[config.mk]
export PLATFORM = sky130hd
export DESIGN_NAME = pipelined_sum_sub
export DESIGN_NICKNAME = d
export VERILOG_FILES = /design/src/rtl/pipelined_sum_sub_pkg.sv /design/src/rtl/sum_sub_slice.sv /design/src/rtl/pipelined_sum_sub.sv
export SDC_FILE = /design/constraint.sdc
export NUM_CORES = 1
export LEC_CHECK = 0
export CAP_MARGIN = 40
export CORE_MARGIN = 2
export CORE_UTILIZATION = 41
export CTS_BUF_LIST = sky130_fd_sc_hd__clkbuf_4
export CTS_CLUSTER_SIZE = 40
export DETAILED_ROUTE_END_ITERATION = 8
export GPL_TIMING_DRIVEN = 0
export PLACE_DENSITY_LB_ADDON = 0.3
export SLEW_MARGIN = 5
export SYNTH_ARGS = -nofsm -noshare
export SYNTH_HDL_FRONTEND = slang
export SYNTH_SLANG_ARGS = --single-unit
[constraint.sdc]
create_clock -name clk -period 11.35 [get_ports clk]
set_input_delay 1.135 -clock clk [delete_from_list [all_inputs] [get_ports clk]]
set_output_delay 1.135 -clock clk [all_outputs]
set_load 0.01 [all_outputs]
[src/rtl/pipelined_sum_sub_pkg.sv]
// Shared op encodings, flag-vector layout and carry-in helper for the
// pipelined add/subtract/compare unit.
package pipelined_sum_sub_pkg;

  localparam logic [1:0] OP_ADD  = 2'b00;
  localparam logic [1:0] OP_SUB  = 2'b01;
  localparam logic [1:0] OP_SLT  = 2'b10;
  localparam logic [1:0] OP_SLTU = 2'b11;

  localparam int FLAG_N = 0;
  localparam int FLAG_Z = 1;
  localparam int FLAG_C = 2;
  localparam int FLAG_V = 3;
  localparam int FLAG_W = 4;

  // Every op except ADD is a subtraction: invert b and carry in a 1.
  function automatic logic op_cin(input logic [1:0] op);
    return (op != OP_ADD);
  endfunction

endpackage

[src/rtl/sum_sub_slice.sv]
// One registered S-bit slice of the carry chain; sum and carry-out are
// captured together when enabled.
module sum_sub_slice #(
  parameter int S = 16
) (
  input  logic         clk,
  input  logic         rst_n,
  input  logic         en_i,
  input  logic [S-1:0] a_i,
  input  logic [S-1:0] b_i,
  input  logic         cin_i,
  output logic [S-1:0] sum_o,
  output logic         cout_o
);

  logic [S:0]   sum_d;
  logic [S-1:0] sum_q;
  logic         cout_q;

  assign sum_d = {1'b0, a_i} + {1'b0, b_i} + {{S{1'b0}}, cin_i};

  always_ff @(posedge clk) begin
    if (!rst_n) begin
      sum_q  <= '0;
      cout_q <= 1'b0;
    end else if (en_i) begin
      {cout_q, sum_q} <= sum_d;
    end
  end

  assign sum_o  = sum_q;
  assign cout_o = cout_q;

endmodule

[src/rtl/pipelined_sum_sub.sv]
// Pipelined ADD/SUB/SLT/SLTU unit: the carry chain is cut into STAGES
// registered slices, with operand skew and result alignment held here.
module pipelined_sum_sub
  import pipelined_sum_sub_pkg::*;
#(
  parameter int WIDTH  = 64,
  parameter int STAGES = 4,
  parameter int TAG_W  = 5
) (
  input  logic             clk,
  input  logic             rst_n,
  input  logic             in_valid,
  output logic             in_ready,
  input  logic [WIDTH-1:0] a,
  input  logic [WIDTH-1:0] b,
  input  logic [1:0]       op,
  input  logic [TAG_W-1:0] in_tag,
  output logic             out_valid,
  input  logic             out_ready,
  output logic [WIDTH-1:0] result,
  output logic             flag_n,
  output logic             flag_z,
  output logic             flag_c,
  output logic             flag_v,
  output logic [TAG_W-1:0] out_tag
);

  localparam int S    = WIDTH / STAGES;
  localparam int LAST = STAGES - 1;

  function automatic logic [WIDTH-1:0] place(input logic [S-1:0] s, input int k);
    logic [WIDTH-1:0] r;
    r          = '0;
    r[k*S +: S] = s;
    return r;
  endfunction

  logic                    advance;
  logic                    cin_in;
  logic [WIDTH-1:0]        bx_in;

  logic [STAGES-1:0]       vld_q;
  logic [WIDTH-1:0]        a_q   [STAGES];
  logic [WIDTH-1:0]        bx_q  [STAGES];
  logic [WIDTH-1:0]        lo_q  [STAGES];
  logic [1:0]              op_q  [STAGES];
  logic [TAG_W-1:0]        tag_q [STAGES];

  logic [STAGES-1:0][S-1:0] sl_sum;
  logic [STAGES-1:0]        sl_cout;

  // A single global enable: the whole pipe moves or the whole pipe holds.
  assign advance  = !out_valid || out_ready;
  assign in_ready = advance;

  assign cin_in = op_cin(op);
  assign bx_in  = cin_in ? ~b : b;

  for (genvar k = 0; k < STAGES; k++) begin : g_slice
    if (k == 0) begin : g_first
      sum_sub_slice #(.S(S)) u_slice (
        .clk    (clk),
        .rst_n  (rst_n),
        .en_i   (advance),
        .a_i    (a[0 +: S]),
        .b_i    (bx_in[0 +: S]),
        .cin_i  (cin_in),
        .sum_o  (sl_sum[k]),
        .cout_o (sl_cout[k])
      );
    end else begin : g_rest
      sum_sub_slice #(.S(S)) u_slice (
        .clk    (clk),
        .rst_n  (rst_n),
        .en_i   (advance),
        .a_i    (a_q[k-1][k*S +: S]),
        .b_i    (bx_q[k-1][k*S +: S]),
        .cin_i  (sl_cout[k-1]),
        .sum_o  (sl_sum[k]),
        .cout_o (sl_cout[k])
      );
    end
  end

  // Stage boundaries: operands skew forward, finished lower slices align.
  always_ff @(posedge clk) begin
    if (!rst_n) begin
      vld_q <= '0;
      for (int k = 0; k < STAGES; k++) begin
        a_q[k]   <= '0;
        bx_q[k]  <= '0;
        lo_q[k]  <= '0;
        op_q[k]  <= '0;
        tag_q[k] <= '0;
      end
    end else if (advance) begin
      vld_q[0] <= in_valid;
      a_q[0]   <= a;
      bx_q[0]  <= bx_in;
      lo_q[0]  <= '0;
      op_q[0]  <= op;
      tag_q[0] <= in_tag;
      for (int k = 1; k < STAGES; k++) begin
        vld_q[k] <= vld_q[k-1];
        a_q[k]   <= a_q[k-1];
        bx_q[k]  <= bx_q[k-1];
        lo_q[k]  <= lo_q[k-1] | place(sl_sum[k-1], k-1);
        op_q[k]  <= op_q[k-1];
        tag_q[k] <= tag_q[k-1];
      end
    end
  end

  logic [WIDTH-1:0]  sum_full;
  logic [FLAG_W-1:0] flags;
  logic [WIDTH-1:0]  res_sel;

  always_comb begin
    sum_full       = lo_q[LAST] | place(sl_sum[LAST], LAST);
    flags          = '0;
    flags[FLAG_N]  = sum_full[WIDTH-1];
    flags[FLAG_Z]  = (sum_full == '0);
    flags[FLAG_C]  = sl_cout[LAST];
    flags[FLAG_V]  = (a_q[LAST][WIDTH-1] == bx_q[LAST][WIDTH-1]) &&
                     (sum_full[WIDTH-1] != a_q[LAST][WIDTH-1]);
    res_sel        = sum_full;
    case (op_q[LAST])
      OP_SLT:  res_sel = {{(WIDTH-1){1'b0}}, flags[FLAG_N] ^ flags[FLAG_V]};
      OP_SLTU: res_sel = {{(WIDTH-1){1'b0}}, ~flags[FLAG_C]};
      default: res_sel = sum_full;
    endcase
  end

  // Outputs read as zero whenever no result is presented.
  assign out_valid = vld_q[LAST];
  assign result    = out_valid ? res_sel : '0;
  assign flag_n    = out_valid & flags[FLAG_N];
  assign flag_z    = out_valid & flags[FLAG_Z];
  assign flag_c    = out_valid & flags[FLAG_C];
  assign flag_v    = out_valid & flags[FLAG_V];
  assign out_tag   = out_valid ? tag_q[LAST] : '0;

endmodule

**Word level (Yosys, flattened, before mapping)**

Memories as Yosys holds them, arrays and structs flattened.
Cells that the tools add are included.

- Flip-flop bits (word level): 72
- Memory bits (writable): 796
- Output and inout port bits: 75
- Word-level logic and storage cells: 90
- Memories kept: 5

Memory list:

| memory | words | width | read ports | clocked after memory_dff | write ports | line | RTL |
|---|---|---|---|---|---|---|---|
| a_q | 4 | 64 | 4 | 0 | 4 | pipelined_sum_sub.sv:43 | `logic [WIDTH-1:0] a_q [STAGES];` |
| bx_q | 4 | 64 | 4 | 0 | 4 | pipelined_sum_sub.sv:44 | `logic [WIDTH-1:0] bx_q [STAGES];` |
| lo_q | 4 | 64 | 4 | 0 | 4 | pipelined_sum_sub.sv:45 | `logic [WIDTH-1:0] lo_q [STAGES];` |
| tag_q | 4 | 5 | 4 | 0 | 4 | pipelined_sum_sub.sv:47 | `logic [TAG_W-1:0] tag_q [STAGES];` |
| op_q | 4 | 2 | 4 | 0 | 4 | pipelined_sum_sub.sv:46 | `logic [1:0] op_q [STAGES];` |

- $add $sub $neg: 8
- Equality and inequality tests: 4
- Mux-type cells: 28
- Bitwise logic cells: 31
- Reductions and logical operators: 5

Operators by type and width:

| kind | count |
|---|---|
| $mux W64 | 14 |
| $pmux W64 S2 | 1 |
| $add A16 B16 Y17 | 4 |
| $add A17 B1 Y17 | 4 |
| $logic_not A64 Y1 | 1 |
| $not A64 Y64 | 1 |
| $or A64 B16 Y64 | 1 |
| $or A64 B32 Y64 | 1 |
| $or A64 B48 Y64 | 1 |
| $or A64 B64 Y64 | 1 |
| $mux W5 | 5 |
| $or A1 B1 Y1 | 20 |
| $mux W2 | 4 |
| $and A1 B1 Y1 | 4 |
| $eq A2 B2 Y1 const B | 2 |
| $mux W1 | 4 |
| $reduce_bool A2 Y1 | 1 |
| $eq A1 B1 Y1 | 1 |
| $logic_and A1 B1 Y1 | 1 |
| $logic_not A1 Y1 | 1 |
| $logic_or A1 B1 Y1 | 1 |
| $ne A1 B1 Y1 | 1 |
| $not A1 Y1 | 1 |
| $xor A1 B1 Y1 | 1 |

**Logic depth before layout (Yosys ltp)**

- Depth in word-level cells: 6
- Gate-level depth with buffers: 12
- Depth with buffers taken out: 10

**By module**

Synthesis repeated with hierarchy kept, for this count alone.

- Cells, all modules: 1577
- Area total of the unflattened synthesis: 18763.0 um^2

Modules (own cells, without submodules):

| module | times used | cells an instance | area each (um^2) | sequential area each (um^2) |
|---|---|---|---|---|
| pipelined_sum_sub | 1 | 904 | 13138.9 | 9629.2 |
| sum_sub_slice (g_slice[1].g_rest.u_slice ...) | 2 | 168 | 1408.9 | 340.3 |
| sum_sub_slice (g_slice[0].g_first.u_slice) | 1 | 174 | 1455.1 | 340.3 |
| sum_sub_slice (g_slice[3].g_rest.u_slice) | 1 | 163 | 1351.3 | 340.3 |

**Worst setup path after synthesis**

OpenSTA, ideal clock, no wires.

- Path type: input to register
- From: input port out_ready
- To: memory a_q[0][16], enable pin
- Setup time: 0.666 ns
- Arrival time: 7.926 ns
- Data required time: 10.684 ns
- Slack: 2.758 ns
- Stages: 6
- Path through: nor2b_1 -> clkbuf_1 -> and2_1 -> buf_6 -> clkbuf_1 -> inv_1

RTL lines:

| element | line | RTL |
|---|---|---|
| start, declared | pipelined_sum_sub.sv:19 | `input logic out_ready,` |
| end, declared | pipelined_sum_sub.sv:43 |  |

**Final worst setup path**

- From: input port out_ready
- To: output port in_ready

- Longest elaborated chain between the ends: 1

RTL lines:

| element | line | RTL |
|---|---|---|
| $logic_or A1 B1 Y1 | pipelined_sum_sub.sv:53 | `assign advance = !out_valid \|\| out_ready;` |
| end, declared | pipelined_sum_sub.sv:13 | `output logic in_ready,` |

Every way passes these cells.

==> key figures <==
Synth
  – Synth top area cells: edfxtp_1 (52%), and3_1 (9.3%), dfxtp_1 (7.9%), ha_1 (4.2%), and2_1 (3.2%)
  – Count leader, synth: edfxtp_1
  – Number of synthesized register bits: 390
  – Synth cell types: 67
  – Sequential cell area fraction in the yosys report: 0.6009
  – Cell area after synthesis: 18290 um^2
  – Largest area contributor in the netlist: edfxtp_1
  – Ys async rst share: 0
  – List of most frequent post-synthesis cells: edfxtp_1 (318), and3_1 (271), and2_1 (94)
  – Ys flop type: edfxtp_1
  – Post-synth EDFFs: 318
  – Syn Area/Cell: 11.99 um^2
  – YS warnings: 0
  – Post-synth top area share: 0.5221
  – Synth Net Count: 1734
  – Post-Syn Instances: 1526

STA
  – Final count of hold timing violations: 0
  – Final setup fails: 0
  – RSZ-0062 raised after global routing: no
  – Final worst path period need: 5.344 ns
  – Setup TNS: 0 ns
  – Worst-margin pin slew: 0.9070 ns
  – Layout Skew: 0.05978 ns
  – Highest clock rate: 0.1871 GHz
  – Slew HR: 0.3954
  – Max-slew violations: 0
  – Period utilization: 0.4708

Routing
  – Routed vias: 13056
  – Detailed Route Iter0 Violations: 1004
  – DR vias/cell: 5.208
  – DRT Pass-1 Iters: 6
  – Number of remaining DRC errors: 0
  – Drt wl/cell: 19.55 um
  – Antenna-violating nets left: 0
  – Total wire length: 49.01 mm

Clock tree
  – Root buf cell: clkbuf_4
  – Clk Latency, worst-skew pair: 0.79 ns
  – Depth of the CTS H-tree: 3
  – CTS Sinks: 390
  – Setup bufs post-CTS: 0
  – CTS tree: built
  – Maximum clock path buffer count: 3
  – Clk slew on worst S/H paths: 0.06 ns
  – Cts repair resizes: 0
  – Num CTS Buffers: 97
  – CTS Hold Buffers Added: 0

Placed design
  – PortBufs: 212
  – Placed cells: 2333
  – Placer congestion estimate: 0.8537
  – DP HPWL: 36.48 mm

Die
  – Row cnt: 77
  – Initial Util: 0.4145
  – Placeable core area: 44120 um^2
  – Die height: 215.2 um
  – Die width: 215.2 um
  – I/O pins: 214
  – Die ar.: 46320 um^2

Job
  – Maxcap violations: 0

Finish
  – Finished Layout Cells: 2507
  – Fillers: 3991
  – NumNets Final: 2048
  – Multi-input gate area: 6817 um^2
  – Area Overhead vs Synth: 22.85%
  – Storage element area: 10990 um^2
  – Share of layout cells above drive strength 1: 0.09671

Setup path
  – Setup crit start kind: input port
  – Crit-path cells: clkdlybuf4s50_1 -> nor2b_1 -> clkbuf_1 -> inv_2 -> clkbuf_1 -> buf_1 -> clkdlybuf4s50_1
  – CP max stage delay: 0.75 ns
  – Required @ worst endpoint: 10.22 ns
  – R2R cell count: 7
  – Setup CP Type: input port to primary output
  – Max FO, Critical Path: 10
  – Critical path arrival: 4.21 ns
  – CP endpoint kind: primary output
  – Max stage delay cell, worst path: buf_1

GRT
  – Gr usage total: 0.2096
  – First-pass GRT wire length: 73.13 mm
  – Grt ovf: 0
  – Largest net degree at the start of global routing: 140
  – Number of global-route vias before repair: 12785
  – Initial antenna violation count: 2

Power
  – Maximum vdd drop: 0.06359 mV
  – Lkg Pwr: 9.980 nW
  – Design Power: 3.228 mW
  – PwrDens: 143.7 nW/um^2

Min path
  – Hold Path Cell Cnt: 2
  – Hold crit path type: register to register

Status
  – Run status: complete, no violations
registers in the layout, indices dropped and copies added, names as in the netlist:
signal                          flops
a_q                                97
bx_q                               97
g_slice.g_first.u_slice.cout_o      1
g_slice.g_first.u_slice.sum_o      16
g_slice.g_rest.u_slice.cout_o       3
g_slice.g_rest.u_slice.sum_o       48
lo_q                               96
op_q                                8
tag_q                              20
vld_q                               4
per-stage QoR:
stage / hold slack [ns] / worst slack [ns] / util / area, um^2
after floorplan: 0.4164 / 2.758 / - / 18290
after global placement: 0.4323 / -0.2661 / 0.4794 / 21150
after detailed placement: 0.4390 / 5.864 / 0.4811 / 21230
after CTS: 0.4631 / 6.078 / 0.5091 / 22470
after global routing: 0.4851 / 5.961 / 0.5092 / 22470
final: 0.4612 / 6.006 / 0.5092 / 22470
area by class of cell:
type / count / area share
Buffer: 104 / 0.01832
Timing Repair Buffer: 215 / 0.09739
Tap cell: 592 / 0.03296
Antenna cell: 2 / 0.0002227
Clock inverter: 24 / 0.005513
Clock buffer: 148 / 0.04945
Inverter: 20 / 0.003675
Multi-Input combinational cell: 1012 / 0.3034
Sequential cell: 390 / 0.4891
cells by family after synthesis:
| kind of cell | share of synthesized area |
|---|---|
| AND/OR/NAND/NOR | 0.1869 |
| flip-flops | 0.6009 |
| AO/OA/AOI/OAI | 0.08612 |
| buffers and inverters | 0.02661 |
| XOR/XNOR | 0.04836 |
| adder cells (fa/ha/maj) | 0.05007 |
| multiplexers | 0.001095 |
path summary, 6_finish.rpt:
check	slack [ns]	end	startpoint
setup / recovery	6.01	in_ready	out_ready
hold / removal	0.46	g_slice[0].g_first.u_slice.sum_o[5]	g_slice[0].g_first.u_slice.sum_o[5]
setup reg to reg	8.13	a_q[0][47]	vld_q[3]
hold reg to reg	0.46	g_slice[0].g_first.u_slice.sum_o[5]	g_slice[0].g_first.u_slice.sum_o[5]
per-layer routing:
metal,GRT usage,share of wire
met1,0.2708,0.43
met2,0.3498,0.49
met3,0.04303,0.064
met4,0.07494,0.024
met5,0,0.00016
worst max-delay path: cells and delay by family:
family | cells | cell delay, ns
buffers and inverters | 6 | 3.00
AND/OR/NAND/NOR | 1 | 0.07
where the power goes:
part           switching, mW  total, mW  internal (mW)
logic                  0.200      0.372          0.172
clock network          0.548       1.16          0.614
registers             0.0468       1.69           1.65
cells in the final DEF, fill, tap and decap left out, types with 8 or more instances in the layout:
cell type	instances
a211oi_1	10
a21boi_0	16
a21o_1	14
a21oi_1	44
and2_1	94
and3_1	271
clkbuf_1	92
clkbuf_4	148
clkdlybuf4s50_1	212
clkinv_1	17
dfxtp_1	72
edfxtp_1	318
ha_1	62
inv_1	18
nand2_1	90
nand3_1	16
nor2_1	72
nor3_1	9
nor4_1	15
o211a_1	9
o21a_1	15
o21ai_0	56
o21ai_1	8
xnor2_1	36
xor2_1	65
(Power assumes the default switching activity.)
